<file path="config.mk">
export PLATFORM = sky130hd
export DESIGN_NAME = undo_stack_ctrl
export DESIGN_NICKNAME = d
export VERILOG_FILES = /design/src/rtl/undo_stack_ctrl.sv
export SDC_FILE = /design/constraint.sdc
export NUM_CORES = 1
export LEC_CHECK = 0
export ABC_AREA = 1
export CORE_ASPECT_RATIO = 2
export CORE_UTILIZATION = 30
export DETAILED_ROUTE_END_ITERATION = 12
export PLACE_DENSITY = 0.64
export SLEW_MARGIN = 20
export SYNTH_ARGS = -nofsm -noshare
export SYNTH_HDL_FRONTEND = slang
export SYNTH_SLANG_ARGS = --single-unit
</file>
<file path="constraint.sdc">
create_clock -name clk -period 1.31 [get_ports clk]
set_input_delay 0.3275 -clock clk [delete_from_list [all_inputs] [get_ports clk]]
set_output_delay 0.3275 -clock clk [all_outputs]
set_load 0.01 [all_outputs]
</file>
<file path="src/rtl/undo_stack_ctrl.sv">
// Undo-buffer controller: arbitrates push/pop/clear onto a single-port synchronous RAM
// and keeps circular LIFO bookkeeping (overwrite-oldest on full, error on empty pop).
module undo_stack_ctrl #(
   parameter int WIDTH = 16,
   parameter int DEPTH = 16,
   parameter int AW    = 4
) (
   input  logic             clk,
   input  logic             reset,
   input  logic             push_req,
   input  logic [WIDTH-1:0] push_data,
   output logic             push_ack,
   output logic             dropped,
   input  logic             pop_req,
   output logic             pop_ack,
   output logic [WIDTH-1:0] pop_data,
   output logic             pop_err,
   input  logic             clear_req,
   output logic             mem_we,
   output logic [AW-1:0]    mem_addr,
   output logic [WIDTH-1:0] mem_wdata,
   input  logic [WIDTH-1:0] mem_rdata,
   output logic [AW:0]      count,
   output logic             empty,
   output logic             full,
   output logic [2:0]       dbg_state
);

   typedef enum logic [2:0] {
      IDLE    = 3'd0,
      PUSH    = 3'd1,
      POP_RD  = 3'd2,
      POP_WT  = 3'd3,
      POP_RSP = 3'd4,
      POP_ERR = 3'd5
   } state_t;

   localparam logic [AW:0] FULL_CNT = (AW+1)'(DEPTH);

   state_t           r_state;
   logic [AW-1:0]    r_wr_ptr;
   logic [AW:0]      r_count;
   logic             r_empty;
   logic             r_full;
   logic             r_push_ack;
   logic             r_dropped;
   logic             r_pop_ack;
   logic             r_pop_err;
   logic [WIDTH-1:0] r_pop_data;
   logic             r_mem_we;
   logic [AW-1:0]    r_mem_addr;
   logic [WIDTH-1:0] r_mem_wdata;

   logic [AW-1:0]    w_ptr_inc;
   logic [AW-1:0]    w_ptr_dec;
   logic [AW:0]      w_count_inc;
   logic [AW:0]      w_count_dec;

   // Pointer arithmetic wraps naturally because DEPTH is a power of two.
   assign w_ptr_inc   = r_wr_ptr + 1'b1;
   assign w_ptr_dec   = r_wr_ptr - 1'b1;
   assign w_count_inc = r_count + 1'b1;
   assign w_count_dec = r_count - 1'b1;

   // All outputs are registered: they are set on the edge that enters the state
   // they belong to, and cleared by default on every other edge.
   always_ff @(posedge clk or negedge reset) begin
      if (!reset) begin
         r_state     <= IDLE;
         r_wr_ptr    <= '0;
         r_count     <= '0;
         r_empty     <= 1'b1;
         r_full      <= 1'b0;
         r_push_ack  <= 1'b0;
         r_dropped   <= 1'b0;
         r_pop_ack   <= 1'b0;
         r_pop_err   <= 1'b0;
         r_pop_data  <= '0;
         r_mem_we    <= 1'b0;
         r_mem_addr  <= '0;
         r_mem_wdata <= '0;
      end else begin
         r_push_ack  <= 1'b0;
         r_dropped   <= 1'b0;
         r_pop_ack   <= 1'b0;
         r_pop_err   <= 1'b0;
         r_mem_we    <= 1'b0;
         r_mem_addr  <= '0;
         r_mem_wdata <= '0;
         case (r_state)
            IDLE: begin
               if (clear_req) begin
                  r_count <= '0;
                  r_empty <= 1'b1;
                  r_full  <= 1'b0;
               end else if (push_req) begin
                  r_state     <= PUSH;
                  r_mem_we    <= 1'b1;
                  r_mem_addr  <= r_wr_ptr;
                  r_mem_wdata <= push_data;
                  r_push_ack  <= 1'b1;
                  r_dropped   <= r_full;
               end else if (pop_req) begin
                  if (r_empty) begin
                     r_state    <= POP_ERR;
                     r_pop_ack  <= 1'b1;
                     r_pop_err  <= 1'b1;
                     r_pop_data <= '0;
                  end else begin
                     r_state    <= POP_RD;
                     r_mem_addr <= w_ptr_dec;
                  end
               end
            end
            PUSH: begin
               r_wr_ptr <= w_ptr_inc;
               if (!r_full) begin
                  r_count <= w_count_inc;
                  r_full  <= (w_count_inc == FULL_CNT);
               end
               r_empty <= 1'b0;
               r_state <= IDLE;
            end
            POP_RD: begin
               r_state <= POP_WT;
            end
            POP_WT: begin
               // RAM data addressed in POP_RD is valid during this cycle.
               r_pop_data <= mem_rdata;
               r_pop_ack  <= 1'b1;
               r_state    <= POP_RSP;
            end
            POP_RSP: begin
               r_wr_ptr <= w_ptr_dec;
               r_count  <= w_count_dec;
               r_empty  <= (w_count_dec == '0);
               r_full   <= 1'b0;
               r_state  <= IDLE;
            end
            POP_ERR: begin
               r_state <= IDLE;
            end
            default: begin
               r_state <= IDLE;
            end
         endcase
      end
   end

   assign push_ack  = r_push_ack;
   assign dropped   = r_dropped;
   assign pop_ack   = r_pop_ack;
   assign pop_err   = r_pop_err;
   assign pop_data  = r_pop_data;
   assign mem_we    = r_mem_we;
   assign mem_addr  = r_mem_addr;
   assign mem_wdata = r_mem_wdata;
   assign count     = r_count;
   assign empty     = r_empty;
   assign full      = r_full;
   assign dbg_state = r_state;

endmodule

</file>
==> out/metrics.yaml, run 1 <==
setup_path:
  required_ns: 1.54
  path_cells: "buf_6 -> inv_4 -> ha_4 -> inv_1 -> nand2_1 -> nand2_2 -> nor2_2 -> nand3_2 -> a21oi_2"
  timing.critical_path.slowest_stage_cell: "sky130_fd_sc_hd__dfrtp_1"
  critical_path_buf_inv_count: 3
  startpoint_type: "flop"
  worst_setup_path_type: "reg -> reg"
  critical_path_peak_fanout: 4
  worst_ep_arrival_time_ns: 1.62
  path_delay_family: "flip-flops"
  critical_path.endpoint_type: "flop"
  cp_slowest_stage_delay_ns: 0.41
route:
  route.detailed.drc: 0
  antenna_violating_nets_post_route: 0
  dr_total_vias: 2390
  detail_route.iter0.violations: 63
  drt_first_pass_iters: 4
  average_via_count_per_standard_cell: 4.705
  routed_wire_length_per_instance_um: 14.75
  final_wl_um: 7492
logic_synthesis:
  synth_cell_types: 29
  sequential_to_total_area_share_from_yosys_stat_pct: 54.08
  netlist_area_um2: 2501
  area_share_of_the_largest_cell_type_after_synthesis_pct: 53.03
  yosys.area.top_type: "sky130_fd_sc_hd__dfrtp_1"
  synth_most_common_cell: "sky130_fd_sc_hd__nand2_1"
  post_synth.cell_area_avg_um2: 9.029
  synthesis.instances: 277
  postSynthRegisterBits: 54
  synthFlopType: "sky130_fd_sc_hd__dfrtp_1"
  synthTopCellsByArea: "sky130_fd_sc_hd__dfrtp_1 (53%), sky130_fd_sc_hd__nand2_1 (11%), sky130_fd_sc_hd__inv_1 (5.7%)"
  async_reset_ff_share_pct: 100.0
  synth_nets: 320
  yosysWarningCount: 0
  synth-edff-count: 0
  synth.cells.most_frequent: "sky130_fd_sc_hd__nand2_1 (71), sky130_fd_sc_hd__dfrtp_1 (53), sky130_fd_sc_hd__inv_1 (38)"
floorplan:
  core_um2: 8000
  die_width_um: 66.57
  start_util_pct: 31.26
  die_height_um: 131.1
  dieArea_um2: 8729
  top_level_ports: 88
  rows: 46
min_path:
  min-delay-path-class: "in -> async"
sta:
  tightestPinTransition_ns: 0.3108
  timing.final.crit_share_pct: 105.5
  final_critical_path_setup_slack_ns: -0.07240
  report.final.slew_viol_count: 0
  max_freq_mhz: 723.4
  grt_setup_unrepaired: "yes"
  setup_violations: 30
  period_minus_slack_ns: 1.382
  slew_headroom_pct: 79.28
  setup_tns_ns: -1.208
  timing.clock.skew_ns: 0.006501
  report.final.hold_viol_count: 0
place:
  globalplace.congestion: 0.8494
  preCtsSetupSlack_ns: -0.2915
  dpl.cell_count: 479
  detailedPlacementHpwl_um: 4866
  io_buffer_count: 87
grt:
  grt_first_pass_wirelength_um: 11340
  global_route.usage.total_pct: 17.32
  first_global_vias: 2348
  globalRouteOverflowTotal: 0
  maximum_number_of_pins_on_one_net_before_global_route_repair: 55
  grt_antenna_before_repair: 0
layout:
  post_route_cells_drive_above_1_share_pct: 35.44
  num_antenna_cells: 0
  fin_cells: 508
  synthToLayoutAreaGrowth_pct: 69.78
  final_standard_cell_utilization_of_the_core_pct: 53.08
  nNetsFinal: 455
clock_network:
  cts-hold-fix-buffers: 0
  cts.reportedPaths.clkPinSlew_ns: 0.07
  tritoncts: "yes"
  htreeDepth: 2
  clock_latency_ns: 0.30
  cts_inserted_buffers: 5
  ctsRootBufferMaster: "sky130_fd_sc_hd__clkbuf_16"
  clockBufferDepth: 2
  clock-sinks: 54
outcome:
  violations_in_the_final_reports: "negative setup slack"
  run_status: "finished, violations left"
power_and_ir_drop:
  switching_share_pct: 40.85
  power.density_cell_area_nw_per_um2: 2061
  pwr-share-comb_pct: 56.4
  power.internal_mw: 5.178
  seq_power_share_pct: 28.7
  clkPwrFrac_pct: 14.9
  p_switching_mw: 3.576
  static-leakage-power_nw: 2.226
  worst_ir_drop_vdd_v: 0.001074
job:
  timing.max_cap.violations: 0
state kept, by name, summed over array words and instances (netlist names), 3 cells and up:
| name | flops |
|---|---|
| count | 5 |
| dbg_state | 3 |
| mem_addr | 4 |
| mem_wdata | 16 |
| pop_data | 16 |
| r_wr_ptr | 4 |
power groups by stage:
stage	Clock, mW	Combinational (mW)	Sequential, mW
2_1_floorplan	0	1.75	2.75
3_3_place_gp	0	3.67	2.54
3_5_place_dp	0	3.76	2.55
4_1_cts	1.34	3.99	2.49
5_1_grt	1.40	5.38	2.58
6_report	1.30	4.94	2.52
cells by family (layout without fill, tap and decap cells):
family	Yosys count	in the layout	synth area share, %
buffers and inverters	49	183	8.955
adders and majority gates	6	6	3.001
and+or+nand+nor	139	140	27.06
DFF	54	54	54.08
xor gates and xnor gates	5	5	1.751
AOI/OAI and AO/OA	24	24	5.152
repair_timing:
action	CTS	global route
gates cloned	2	1
setup buffers	9	11
pin swaps	7	17
setup endpoints to repair	88	46
gates resized for setup	103	85
cell usage in the layout (no fill, tap or decap), types with 2 or more instances in the layout:
master                            instances
sky130_fd_sc_hd__o21ai_1                  7
sky130_fd_sc_hd__dlygate4sd2_1           27
sky130_fd_sc_hd__clkbuf_16                7
sky130_fd_sc_hd__xor2_1                   3
sky130_fd_sc_hd__inv_2                    5
sky130_fd_sc_hd__nand4_1                  2
sky130_fd_sc_hd__nand2_2                 12
sky130_fd_sc_hd__nand2_1                 57
sky130_fd_sc_hd__nor2_1                  12
sky130_fd_sc_hd__buf_2                    4
sky130_fd_sc_hd__ha_4                     2
sky130_fd_sc_hd__dfrtp_1                 50
sky130_fd_sc_hd__buf_4                   34
sky130_fd_sc_hd__nand3_1                 10
sky130_fd_sc_hd__dfrtp_2                  3
sky130_fd_sc_hd__buf_6                   11
sky130_fd_sc_hd__inv_4                    3
sky130_fd_sc_hd__nand3_2                 20
sky130_fd_sc_hd__ha_1                     3
sky130_fd_sc_hd__o21ai_0                  4
sky130_fd_sc_hd__clkdlybuf4s15_1         19
sky130_fd_sc_hd__nor2_2                  12
sky130_fd_sc_hd__nor3_1                   2
sky130_fd_sc_hd__buf_12                   3
sky130_fd_sc_hd__nand2_4                  2
sky130_fd_sc_hd__clkdlybuf4s50_1         35
sky130_fd_sc_hd__o21ai_2                  6
sky130_fd_sc_hd__a21oi_2                  3
sky130_fd_sc_hd__nor2_4                   6
sky130_fd_sc_hd__inv_1                   32
path summary, 6_finish.rpt:
path                              start      endpoint  slack (ns)  depth (start not counted)
max                            count[1]         empty       -0.07                          9
min                               reset  mem_wdata[5]        0.01                          2
max reg2reg                    count[1]         empty       -0.07                          9
min reg2reg                pop_data[12]  pop_data[12]        0.51                          2
max in group asynchronous         reset         empty        0.99                          2
min in group clk           pop_data[12]  pop_data[12]        0.51                          2
cell type report:
cell class / count / area [µm²]
tap: 96 / 120.1
sequential: 54 / 1356
inverter: 41 / 168.9
clock buffer: 5 / 125.1
timing repair buffer: 135 / 1286
clock inverter: 2 / 13.76
fill: 699 / 3754
multi-input combinational: 175 / 1176
routing by layer:
layer / share of wire (%) / up-vias / GRT usage, %
met5: 0 / - / 0
met2: 59 / 73 / 31.31
met3: 3.8 / 23 / 2.865
li1: - / 1133 / -
met4: 4.4 / 0 / 10.64
met1: 33 / 1161 / 17.31
metrics by stage:
step           instance area, µm²  hold slack (ns)  power [mW]
3_3_place_gp                 3660           0.3437       6.208
5_1_grt                      4247          0.02862       9.359
2_1_floorplan                2501          0.03191       4.500
6_report                     4247          0.01084       8.754
4_1_cts                      3911          0.02956       7.819
3_5_place_dp                 3660           0.3491       6.309
(Power assumes the default switching activity.)
==> run 2: changes to the inputs <==
- CTS_BUF_LIST: unset -> sky130_fd_sc_hd__clkbuf_4 sky130_fd_sc_hd__clkbuf_8
==> run 2 against run 1 <==
- the run still ends with negative setup slack left
- register-to-register slack lost 0.08 ns
- cell area increased by 2.8%
- utilization rose by 1.5 points
- non-clock buffer count increased by 15
- first-iteration DRC count increased by 44%
- combinational power up 10%
- routed wire length rose by 2.6%
- critical path type unchanged
- largest cell class is now non-clock buffers
- largest power group unchanged
==> out/metrics.yaml, run 2 (synthesis gave the netlist of run 1 again) <==
floorplan:
  top_level_ports: 88
  die_width_um: 66.57
  start_util_pct: 31.26
  die_height_um: 131.1
  core_um2: 8000
  rows: 46
  dieArea_um2: 8729
min_path:
  min-delay-path-class: "in -> async"
grt:
  globalRouteOverflowTotal: 0
  maximum_number_of_pins_on_one_net_before_global_route_repair: 55
  global_route.usage.total_pct: 18.58
  grt_first_pass_wirelength_um: 12190
  grt_antenna_before_repair: 0
  first_global_vias: 2509
sta:
  grt_setup_unrepaired: "yes"
  final_critical_path_setup_slack_ns: -0.1544
  period_minus_slack_ns: 1.464
  tightestPinTransition_ns: 0.2955
  fin_worst_hold_slack_ns: 0.0009729
  slew_headroom_pct: 80.30
  timing.clock.skew_ns: 0.009554
  timing.final.crit_share_pct: 111.8
  max_freq_mhz: 682.9
  report.final.hold_viol_count: 0
  setup_tns_ns: -4.071
  setup_violations: 51
  report.final.slew_viol_count: 0
place:
  io_buffer_count: 87
  dpl.cell_count: 479
  globalplace.congestion: 0.8494
  detailedPlacementHpwl_um: 4866
  preCtsSetupSlack_ns: -0.2915
clock_network:
  cts-hold-fix-buffers: 0
  htreeDepth: 2
  ctsRootBufferMaster: "sky130_fd_sc_hd__clkbuf_8"
  clock_latency_ns: 0.32
  cts.reportedPaths.clkPinSlew_ns: 0.10
  tritoncts: "yes"
  clock-sinks: 54
  clockBufferDepth: 2
  cts_inserted_buffers: 5
route:
  dr_total_vias: 2411
  detail_route.iter0.violations: 91
  route.detailed.drc: 0
  average_via_count_per_standard_cell: 4.610
  final_wl_um: 7689
  antenna_violating_nets_post_route: 0
  drt_first_pass_iters: 4
  routed_wire_length_per_instance_um: 14.70
layout:
  nFillCells: 702
  most_frequent_standard_cell_in_the_layout_excluding_fill_and_tap_cells: "sky130_fd_sc_hd__nand2_1"
  fin_cells: 523
  num_antenna_cells: 0
  nNetsFinal: 470
  synthToLayoutAreaGrowth_pct: 74.49
  post_route_cells_drive_above_1_share_pct: 40.52
  most-common-layout-cells: "sky130_fd_sc_hd__nand2_1 (61), sky130_fd_sc_hd__dfrtp_1 (50), sky130_fd_sc_hd__buf_4 (36)"
outcome:
  run_status: "finished, violations left"
  violations_in_the_final_reports: "negative setup slack"
power_and_ir_drop:
  worst_ir_drop_vdd_v: 0.001027
  static-leakage-power_nw: 2.217
  power.density_cell_area_nw_per_um2: 2031
setup_path:
  startpoint_type: "flop"
  critical_path.endpoint_type: "flop"
  startpoint: "dbg_state[0]"
  worst_setup_path_type: "reg -> reg"
  critical_path_peak_fanout: 4
  crit-reg2reg-launch: "dbg_state[0]"
  required_ns: 1.52
  worst_ep_arrival_time_ns: 1.68
job:
  timing.max_cap.violations: 0
run 2: changes by cell type in the layout (fill, tap and decap cells not counted), sizes merged:
| cell | change |
|---|---|
| buf | +16 |
| clkbuf | +17 |
| clkdlybuf4s15 | +9 |
| clkinv | +1 |
| dlygate4sd2 | -27 |
| inv | -1 |
run 2: power by group:
group          total, mW  switching, mW  internal [mW]  leakage (nW)
registers           2.49          0.318           2.18         0.712
clock network      0.929          0.558          0.371        0.0444
logic               5.44           2.81           2.63          1.46
total               8.86           3.69           5.18          2.22
run 2: metal layers:
layer / vias up / global-route usage, % / share of wire [%]
met3: 26 / 3.646 / 4.1
li1: 1158 / - / -
met2: 90 / 33.50 / 58
met4: 0 / 11.70 / 4.8
met1: 1137 / 18.15 / 33
met5: - / 0 / 0
run 2: final timing paths:
check,to,slack [ns],depth (start not counted)
worst min-delay path,mem_addr[3],0.001,2
worst min register to register,pop_data[12],0.52,2
max in group asynchronous,empty,1.03,2
worst max register to register,pop_data[12],-0.15,9
worst max-delay path,pop_data[12],-0.15,9
min in group clk,pop_data[12],0.52,2
run 2: area by class of cell:
type | instances | area [µm²] | area share, %
clock buffer | 5 | 68.82 | 1.577
clock inverter | 2 | 13.76 | 0.3154
inverter | 41 | 173.9 | 3.985
multi-input combinational | 175 | 1194 | 27.35
sequential | 54 | 1356 | 31.08
tap | 96 | 120.1 | 2.752
timing repair buffer | 150 | 1438 | 32.94
run 2: stage by stage:
stage / power, mW / utilization [%] / cell area, µm²
CTS: 8.175 / 52.35 / 4188
floorplan: 4.500 / - / 2501
global route: 9.467 / 54.55 / 4364
detailed placement: 6.309 / 45.75 / 3660
global placement: 6.208 / 45.75 / 3660
finish: 8.865 / 54.55 / 4364
run 2: repair_timing:
item,CTS,global route
setup endpoints to repair,89,94
resized for setup,169,78
pin swaps,18,14
cloned,3,1
setup buffers,24,10
run 2: critical path, stage by stage, from the launching register on:
cell	delay, ns
sky130_fd_sc_hd__dfrtp_1	0.42
sky130_fd_sc_hd__buf_6	0.14
sky130_fd_sc_hd__nor2_4	0.12
sky130_fd_sc_hd__nand3_4	0.10
sky130_fd_sc_hd__inv_4	0.07
sky130_fd_sc_hd__nand4_4	0.11
sky130_fd_sc_hd__buf_12	0.17
sky130_fd_sc_hd__clkbuf_16	0.15
sky130_fd_sc_hd__nand3_2	0.05
sky130_fd_sc_hd__nand2_1	0.04
